===== src/rtl/spi_ram_ctrl.sv =====
// Command sequencer between the SPI slave and a single-port RAM: decodes 10-bit words into
// address-latch, write and read operations. Optional macro AUTO_INC_EN enables address auto-increment.
module spi_ram_ctrl #(
   parameter int ADDR_SIZE = 8,
   parameter int MEM_DEPTH = 256,
   parameter int RD_LAT    = 1,
   parameter int TX_HOLD   = 9
) (
   input  logic                 clk,
   input  logic                 rst,
   input  logic [9:0]           rx_data,
   input  logic                 rx_valid,
   output logic [7:0]           tx_data,
   output logic                 tx_valid,
   output logic [ADDR_SIZE-1:0] ram_addr,
   output logic [7:0]           ram_wdata,
   output logic                 ram_we,
   output logic                 ram_re,
   input  logic [7:0]           ram_rdata,
   output logic                 busy,
   output logic                 seq_err
);
   localparam int CNT_W = $clog2(RD_LAT + TX_HOLD + 1);

   typedef enum logic [1:0] {
      IDLE    = 2'd0,
      RD_WAIT = 2'd1,
      TX      = 2'd2
   } state_t;

   // Wrap-around arithmetic relies on the address width covering the whole RAM exactly.
   if (MEM_DEPTH != (1 << ADDR_SIZE)) begin : g_depth_check
      $error("MEM_DEPTH must equal 2**ADDR_SIZE");
   end

   state_t               state_q, state_d;
   logic [CNT_W-1:0]     cnt_q, cnt_d;
   logic [ADDR_SIZE-1:0] wr_addr_q, wr_addr_d;
   logic [ADDR_SIZE-1:0] rd_addr_q, rd_addr_d;
   logic                 rd_addr_ok_q, rd_addr_ok_d;
   logic [ADDR_SIZE-1:0] ram_addr_q, ram_addr_d;
   logic [7:0]           ram_wdata_q, ram_wdata_d;
   logic                 ram_we_q, ram_we_d;
   logic                 ram_re_q, ram_re_d;
   logic [7:0]           tx_data_q, tx_data_d;
   logic                 tx_valid_q, tx_valid_d;
   logic                 seq_err_q, seq_err_d;

   always_comb begin
      state_d      = state_q;
      cnt_d        = cnt_q;
      wr_addr_d    = wr_addr_q;
      rd_addr_d    = rd_addr_q;
      rd_addr_ok_d = rd_addr_ok_q;
      ram_addr_d   = ram_addr_q;
      ram_wdata_d  = ram_wdata_q;
      ram_we_d     = 1'b0;
      ram_re_d     = 1'b0;
      tx_data_d    = tx_data_q;
      tx_valid_d   = tx_valid_q;
      seq_err_d    = 1'b0;

      case (state_q)
         IDLE: begin
            if (rx_valid) begin
               case (rx_data[9:8])
                  2'b00: wr_addr_d = rx_data[ADDR_SIZE-1:0];
                  2'b01: begin
                     ram_we_d    = 1'b1;
                     ram_addr_d  = wr_addr_q;
                     ram_wdata_d = rx_data[7:0];
`ifdef AUTO_INC_EN
                     wr_addr_d   = wr_addr_q + ADDR_SIZE'(1);
`endif
                  end
                  2'b10: begin
                     rd_addr_d    = rx_data[ADDR_SIZE-1:0];
                     rd_addr_ok_d = 1'b1;
                  end
                  default: begin
                     if (rd_addr_ok_q) begin
                        ram_re_d   = 1'b1;
                        ram_addr_d = rd_addr_q;
                        cnt_d      = '0;
                        state_d    = RD_WAIT;
`ifdef AUTO_INC_EN
                        rd_addr_d  = rd_addr_q + ADDR_SIZE'(1);
`endif
                     end else begin
                        seq_err_d = 1'b1;
                     end
                  end
               endcase
            end
         end
         // cnt_q==0 is the ram_re cycle, so read data is valid when the count reaches RD_LAT.
         RD_WAIT: begin
            if (cnt_q == CNT_W'(RD_LAT)) begin
               tx_data_d  = ram_rdata;
               tx_valid_d = 1'b1;
               cnt_d      = '0;
               state_d    = TX;
            end else begin
               cnt_d = cnt_q + CNT_W'(1);
            end
         end
         TX: begin
            if (cnt_q == CNT_W'(TX_HOLD - 1)) begin
               tx_valid_d = 1'b0;
               cnt_d      = '0;
               state_d    = IDLE;
            end else begin
               cnt_d = cnt_q + CNT_W'(1);
            end
         end
         default: state_d = IDLE;
      endcase

      // Words arriving while a read is in flight are dropped and flagged.
      if (rx_valid && (state_q != IDLE)) begin
         seq_err_d = 1'b1;
      end
   end

   always_ff @(posedge clk) begin
      if (rst) begin
         state_q      <= IDLE;
         cnt_q        <= '0;
         wr_addr_q    <= '0;
         rd_addr_q    <= '0;
         rd_addr_ok_q <= 1'b0;
         ram_addr_q   <= '0;
         ram_wdata_q  <= '0;
         ram_we_q     <= 1'b0;
         ram_re_q     <= 1'b0;
         tx_data_q    <= '0;
         tx_valid_q   <= 1'b0;
         seq_err_q    <= 1'b0;
      end else begin
         state_q      <= state_d;
         cnt_q        <= cnt_d;
         wr_addr_q    <= wr_addr_d;
         rd_addr_q    <= rd_addr_d;
         rd_addr_ok_q <= rd_addr_ok_d;
         ram_addr_q   <= ram_addr_d;
         ram_wdata_q  <= ram_wdata_d;
         ram_we_q     <= ram_we_d;
         ram_re_q     <= ram_re_d;
         tx_data_q    <= tx_data_d;
         tx_valid_q   <= tx_valid_d;
         seq_err_q    <= seq_err_d;
      end
   end

   assign tx_data   = tx_data_q;
   assign tx_valid  = tx_valid_q;
   assign ram_addr  = ram_addr_q;
   assign ram_wdata = ram_wdata_q;
   assign ram_we    = ram_we_q;
   assign ram_re    = ram_re_q;
   assign seq_err   = seq_err_q;
   assign busy      = (state_q != IDLE);

endmodule


===== config.mk =====
export PLATFORM = sky130hd
export DESIGN_NAME = spi_ram_ctrl
export DESIGN_NICKNAME = d
export VERILOG_FILES = /design/src/rtl/spi_ram_ctrl.sv
export SDC_FILE = /design/constraint.sdc
export NUM_CORES = 1
export LEC_CHECK = 0
export BUFFER_PORTS_ARGS = -buffer_cell sky130_fd_sc_hd__buf_2
export CORE_MARGIN = 4
export CORE_UTILIZATION = 45
export DETAILED_ROUTE_END_ITERATION = 10
export PLACE_DENSITY = 0.71
export SLEW_MARGIN = 20
export SYNTH_ARGS = -nofsm -noshare
export SYNTH_HDL_FRONTEND = slang
export SYNTH_SLANG_ARGS = --single-unit

===== constraint.sdc =====
create_clock -name clk -period 1.6 [get_ports clk]
set_input_delay 0.08 -clock clk [delete_from_list [all_inputs] [get_ports clk]]
set_output_delay 0.08 -clock clk [all_outputs]
set_load 0.02 [all_outputs]

==> results.sh, run 1 <==
export IMPL_cp_slowest_cell="nor4b_4"
export IMPL_drtAntennaViolNets=0
export IMPL_grt_remaining_overflow=0
export IMPL_detailroute_wirelength_met3_um=283
export IMPL_clock_tree_from_tritoncts="yes"
export IMPL_timing_critical_path_to_type="register"
export IMPL_nNetsFinal=342
export IMPL_cts_max_level=2
export IMPL_placed_area_mm2=0.002516
export IMPL_cp_slowest_stage_delay_ns=0.37
export IMPL_final_hold_worst_slack_ns=0.01114
export IMPL_m1WireLength_um=2272
export IMPL_first_global_vias=1659
export IMPL_critPathKind="register to register"
export IMPL_antenna_cells_inserted=0
export IMPL_drv_max_cap_violation_count=0
export IMPL_clock_path_buffers=2
export IMPL_synth_ff_type="dfxtp_1"
export IMPL_buffer_ports_inserted=49
export IMPL_p_leak_nw=1.107
export IMPL_grt_start_max_net_pins=41
export IMPL_finalClockSkew_ns=0.009843
export IMPL_io_pin_count=50
export IMPL_post_route_period_util=1.036
export IMPL_post_synth_edffs=0
export IMPL_cell_row_count=24
export IMPL_synth_seq_area_share=0.4823
export IMPL_synth_cell_type_count=32
export IMPL_finalWirelength_um=4738
export IMPL_met2_length_um=2097
export IMPL_crit_path_max_fo=6
export IMPL_clock_root_buffer="clkbuf_8"
export IMPL_timing_worst_slew_pin_value_ns=0.3979
export IMPL_clock_sink_count=51
export IMPL_timing_critical_path_arrival_ns=1.90
export IMPL_place_ws_ns=-0.08516
export IMPL_ys_ff_latch=51
export IMPL_setup_viol_count_final=2
export IMPL_dr_top_layer="met4"
export IMPL_power_per_cell_area_mw_per_mm2=902.8
export IMPL_final_area_mm2=0.002758
export IMPL_hpwlAfterDp_um=3269
export IMPL_initial_core_util=0.4764
export IMPL_detailroute_via_count=1861
export IMPL_status="finished with violations"
export IMPL_max_slew_margin_rel=0.7336
export IMPL_setup_slack_ns=-0.05703
export IMPL_clk_transition_reported_paths_ns=0.09
export IMPL_routed_via_count_divided_by_cell_count=5.071
export IMPL_gr_usage_all_layers=0.1627
export IMPL_violated_checks="negative setup slack"
export IMPL_final_max_slew_viol_count=0
export IMPL_setup_repair_after_global_routing_missed_its_margin="yes"
export IMPL_synth_cells=249
export IMPL_area_growth_syn_to_layout_pct=30.26
export IMPL_cts_buffers_inserted=5
export IMPL_timing_hold_violations_final=0
export IMPL_post_route_cells_drive_above_1_share=0.3111
export IMPL_grt_first_pass_wirelength_um=7783
export IMPL_floorplan_die_height_um=76.59
export IMPL_synth_async_sr_flop_share=0
export IMPL_ir_drop_mv=0.4685
export IMPL_crit_path_cell_trace="inv_2 > ha_4 > nor4bb_4 > buf_4 > nor4b_4 > nand4b_1 > a31oi_1"
export IMPL_grt_antenna_before_repair=0
export IMPL_route_detailed_drc=0
export IMPL_avgSynthCellArea_um2=8.502
export IMPL_final_setup_tns_ns=-0.06742
export IMPL_area_of_the_mapped_netlist_mm2=0.002117
export IMPL_floorplan_die_area_mm2=0.005866
export IMPL_drt_pass1_iter_count=4
export IMPL_syn_num_nets=277
export IMPL_critPathLaunchType="register"
export IMPL_detailedRoute_firstIterationViolations=87
export IMPL_maxClockFrequency_mhz=603.5
export IMPL_fp_coreArea_mm2=0.004444
export IMPL_required_time_at_the_endpoint_of_the_critical_path_ns=1.84
export IMPL_clock_latency_ns=0.31
export IMPL_hold_path_class="input pin to register"
export IMPL_fin_crit_ns=1.657
export IMPL_die_width_um=76.59
export IMPL_synthesis_yosys_warnings=0
export IMPL_place_gp_congestion=0.7690
export IMPL_routed_wire_length_per_instance_um=12.91
==> cell usage after synthesis, drive strengths merged (2+ instances only) <==
cell	n	area [um^2]
nor4b	2	38.78
a211oi	8	60.06
nand2	71	266.5
a21oi	38	193.9
clkbuf	10	38.78
mux2i	10	100.1
o21ai	3	15.01
a31oi	2	12.51
nor2	14	52.55
nor2b	2	12.51
nand4b	2	17.52
nand3	7	35.03
inv	6	22.52
nor4bb	2	26.28
dfxtp	51	1021
ha	7	87.58
buf	4	25.02
==> power by group <==
| group | leakage [nW] | switching (mW) | internal [mW] |
|---|---|---|---|
| Combinational | 0.640 | 0.206 | 0.161 |
| Sequential | 0.415 | 0.0230 | 1.31 |
| Clock | 0.0516 | 0.433 | 0.354 |
==> routing by layer <==
metal / up-vias / global-route usage
li1: 978 / -
met1: 830 / 0.2236
met2: 47 / 0.2346
met3: 6 / 0.04965
met4: 0 / 0.06884
met5: - / 0
==> cell usage in the layout (no fill, tap or decap), types with 4 or more instances in the layout <==
cell and instances:
mux2i_1 9, dfxtp_1 48, nand2_1 71, ha_4 4, nor2_1 14, buf_2 49, nand3_1 7, dlygate4sd3_1 4
a21oi_1 35, buf_4 17, clkbuf_8 6, a211oi_1 8, inv_2 4
==> through the flow <==
step | utilization | power [mW] | cells
finish | 0.6205 | 2.490 | 367
global route | 0.6205 | 2.610 | 367
CTS | 0.6008 | 2.479 | 366
detailed placement | 0.5662 | 1.690 | 353
global placement | 0.5662 | 1.684 | 353
floorplan | - | 1.561 | 249
==> worst max-delay path: cells and delay by family, from the launching register on <==
family,cells,cell delay (ns)
adder cells (fa/ha/maj),1,0.14
AND/OR/NAND/NOR,3,0.72
buffers and inverters,2,0.21
AO/OA/AOI/OAI,1,0.16
flip-flops,1,0.36
==> worst paths after layout <==
kind / from / end / slack [ns] / depth (start not counted)
worst max-delay path: cnt_q[0]$_SDFFE_PP0P_ / cnt_q[2]$_SDFFE_PP0P_ / -0.06 / 7
worst min-delay path: ram_rdata[3] / tx_data[3]$_SDFFE_PP0P_ / 0.01 / 3
worst max register to register: cnt_q[0]$_SDFFE_PP0P_ / cnt_q[2]$_SDFFE_PP0P_ / -0.06 / 7
worst min register to register: tx_data[7]$_SDFFE_PP0P_ / tx_data[7]$_SDFFE_PP0P_ / 0.46 / 2
==> cell families (layout without fill, tap and decap cells) <==
group	count (synthesis)	count (layout)	synth area share
buffers and inverters	20	86	0.04077
flip-flops	51	51	0.4823
AND/OR/NAND/NOR	108	108	0.2459
multiplexers	11	11	0.05260
AO/OA/AOI/OAI	52	52	0.1371
adder cells (fa/ha/maj)	7	7	0.04137
==> registers in the layout, summed over array words and instances (netlist names) <==
name / cells
wr_addr_q: 8
ram_wdata: 8
rd_addr_ok_q: 1
rd_addr_q: 8
tx_data: 8
ram_addr: 8
seq_err: 1
ram_re: 1
ram_we: 1
tx_valid: 1
cnt_q: 4
state_q: 2
==> repair_timing <==
item	4_1_cts	5_1_grt
gates resized for setup	3	18
hold buffers	4	0
hold endpoints to repair	4	0
endpoints found under the setup margin	7	34
buffers inserted	1	1
pin swaps	8	10
gates cloned	0	0
==> final cells by class <==
cell class | instances | area (um^2)
repair buffers | 72 | 452.9
well taps | 52 | 65.06
clock inverters | 2 | 13.76
fillers | 402 | 1687
multi-input cells | 178 | 1096
clock buffers | 6 | 82.58
flip-flops and latches | 51 | 1025
inverters | 6 | 22.52
Power figures use the tool's default switching activity.
==> run 2, diff against run 1 <==
--- a/config.mk
+++ b/config.mk
@@ -8,8 +8,10 @@
 export BUFFER_PORTS_ARGS = -buffer_cell sky130_fd_sc_hd__buf_2
 export CORE_MARGIN = 4
 export CORE_UTILIZATION = 45
+export CTS_BUF_LIST = sky130_fd_sc_hd__clkbuf_8
 export DETAILED_ROUTE_END_ITERATION = 10
 export PLACE_DENSITY = 0.71
+export SETUP_SLACK_MARGIN = 0.02
 export SLEW_MARGIN = 20
 export SYNTH_ARGS = -nofsm -noshare
 export SYNTH_HDL_FRONTEND = slang
==> results.sh, run 2 (synthesis results as in run 1) <==
export IMPL_max_slew_margin_rel=0.7304
export IMPL_critPathLaunchType="register"
export IMPL_post_route_period_util=1.041
export IMPL_cp_slowest_cell="nor4b_4"
export IMPL_place_gp_congestion=0.7690
export IMPL_fillers=401
export IMPL_first_global_vias=1659
export IMPL_floorplan_die_height_um=76.59
export IMPL_clock_root_buffer="clkbuf_8"
export IMPL_drt_pass1_iter_count=4
export IMPL_crit_path_max_fo=6
export IMPL_crit_path_cell_trace="inv_2 > ha_4 > nor4bb_4 > buf_4 > nor4b_4 > nand4b_1 > a31oi_1"
export IMPL_post_route_cells_drive_above_1_share=0.3143
export IMPL_violated_checks="negative setup slack"
export IMPL_cell_row_count=24
export IMPL_multi_input_area_mm2=0.001096
export IMPL_fin_crit_ns=1.666
export IMPL_maxClockFrequency_mhz=600.2
export IMPL_clock_latency_ns=0.31
export IMPL_nNetsFinal=342
export IMPL_route_detailed_drc=0
export IMPL_layout_cells_most_common_list="71 x nand2_1, 49 x buf_2, 47 x dfxtp_1"
export IMPL_routed_wire_length_per_instance_um=12.94
export IMPL_required_time_at_the_endpoint_of_the_critical_path_ns=1.84
export IMPL_buffer_ports_inserted=49
export IMPL_seqCellArea_mm2=0.001026
export IMPL_finalCoreUtilization=0.6208
export IMPL_timing_hold_violations_final=0
export IMPL_gr_usage_all_layers=0.1627
export IMPL_timing_worst_slew_pin_value_ns=0.4026
export IMPL_routed_via_count_divided_by_cell_count=5.082
export IMPL_place_ws_ns=-0.08516
export IMPL_grt_start_max_net_pins=41
export IMPL_final_setup_tns_ns=-0.08077
export IMPL_area_growth_syn_to_layout_pct=30.32
export IMPL_detailroute_via_count=1865
export IMPL_initial_core_util=0.4764
export IMPL_fp_coreArea_mm2=0.004444
export IMPL_layout_commonest_cell="nand2_1"
export IMPL_grt_antenna_before_repair=0
export IMPL_hold_path_class="input pin to register"
export IMPL_finalWirelength_um=4748
export IMPL_clock_sink_count=51
export IMPL_final_max_slew_viol_count=0
export IMPL_timing_critical_path_to_type="register"
export IMPL_setup_viol_count_final=2
export IMPL_power_per_cell_area_mw_per_mm2=903.1
export IMPL_hpwlAfterDp_um=3269
export IMPL_finalClockSkew_ns=0.01033
export IMPL_drv_max_cap_violation_count=0
export IMPL_clock_tree_from_tritoncts="yes"
export IMPL_timing_critical_path_arrival_ns=1.91
export IMPL_status="finished with violations"
export IMPL_floorplan_die_area_mm2=0.005866
export IMPL_clock_path_buffers=2
export IMPL_cts_max_level=2
export IMPL_setup_slack_ns=-0.06603
export IMPL_antenna_cells_inserted=0
export IMPL_clk_transition_reported_paths_ns=0.09
export IMPL_cp_slowest_stage_delay_ns=0.38
export IMPL_grt_first_pass_wirelength_um=7783
export IMPL_ir_drop_mv=0.4685
export IMPL_grt_remaining_overflow=0
export IMPL_setup_repair_after_global_routing_missed_its_margin="yes"
export IMPL_cts_buffers_inserted=5
export IMPL_drtAntennaViolNets=0
export IMPL_die_width_um=76.59
export IMPL_detailedRoute_firstIterationViolations=97
export IMPL_critPathKind="register to register"
export IMPL_io_pin_count=50
export IMPL_p_leak_nw=1.108
==> run 2: repair_timing <==
| action | 4_1_cts | 5_1_grt |
|---|---|---|
| setup buffers | 1 | 1 |
| hold buffers | 4 | 0 |
| hold endpoints to repair | 4 | 0 |
| setup endpoints to repair | 7 | 44 |
| pin swaps | 8 | 9 |
| gates resized for setup | 3 | 19 |
==> run 2: critical path: cells and delay by family, from the launching register on <==
kind	cells	cell delay, ns
buffers and inverters	2	0.21
AO/OA/AOI/OAI	1	0.16
AND/OR/NAND/NOR	3	0.73
adder cells (fa/ha/maj)	1	0.14
flip-flops	1	0.36
==> run 2: final cells by class <==
type,instances,area share
flip-flops and latches,51,0.3719
inverters,6,0.008163
clock buffers,6,0.02993
well taps,52,0.02358
multi-input cells,178,0.3973
clock inverters,2,0.004989
repair buffers,72,0.1642
==> run 2: through the flow <==
stage                     area [um^2]  instances  power (mW)  hold WS [ns]
after global routing             2759        367       2.610     0.0005123
final                            2759        367       2.492      0.009862
after global placement           2516        353       1.684        0.3193
after detailed placement         2516        353       1.690        0.3255
after CTS                        2670        366       2.479     0.0001409
after floorplan                  2117        249       1.561        0.2160
==> run 2: per-layer routing <==
layer  part of all wire  routed length (um)  GRT usage
met2               0.44                2098     0.2346
met4              0.015                  72    0.06884
met5                  0                   0          0
met3              0.063                 301    0.04965
met1               0.48                2276     0.2236
==> run 2: power breakdown <==
| part | internal, mW | switching [mW] |
|---|---|---|
| sequential | 1.31 | 0.0230 |
| combinational | 0.161 | 0.206 |
| clock | 0.354 | 0.435 |
| total | 1.83 | 0.664 |
==> run 2: final timing paths <==
path,slack (ns),depth (start not counted),startpoint,endpoint
worst max-delay path,-0.07,7,cnt_q[0]$_SDFFE_PP0P_,cnt_q[2]$_SDFFE_PP0P_
worst min-delay path,0.01,3,ram_rdata[3],tx_data[3]$_SDFFE_PP0P_
worst max register to register,-0.07,7,cnt_q[0]$_SDFFE_PP0P_,cnt_q[2]$_SDFFE_PP0P_
worst min register to register,0.46,2,tx_data[7]$_SDFFE_PP0P_,tx_data[7]$_SDFFE_PP0P_
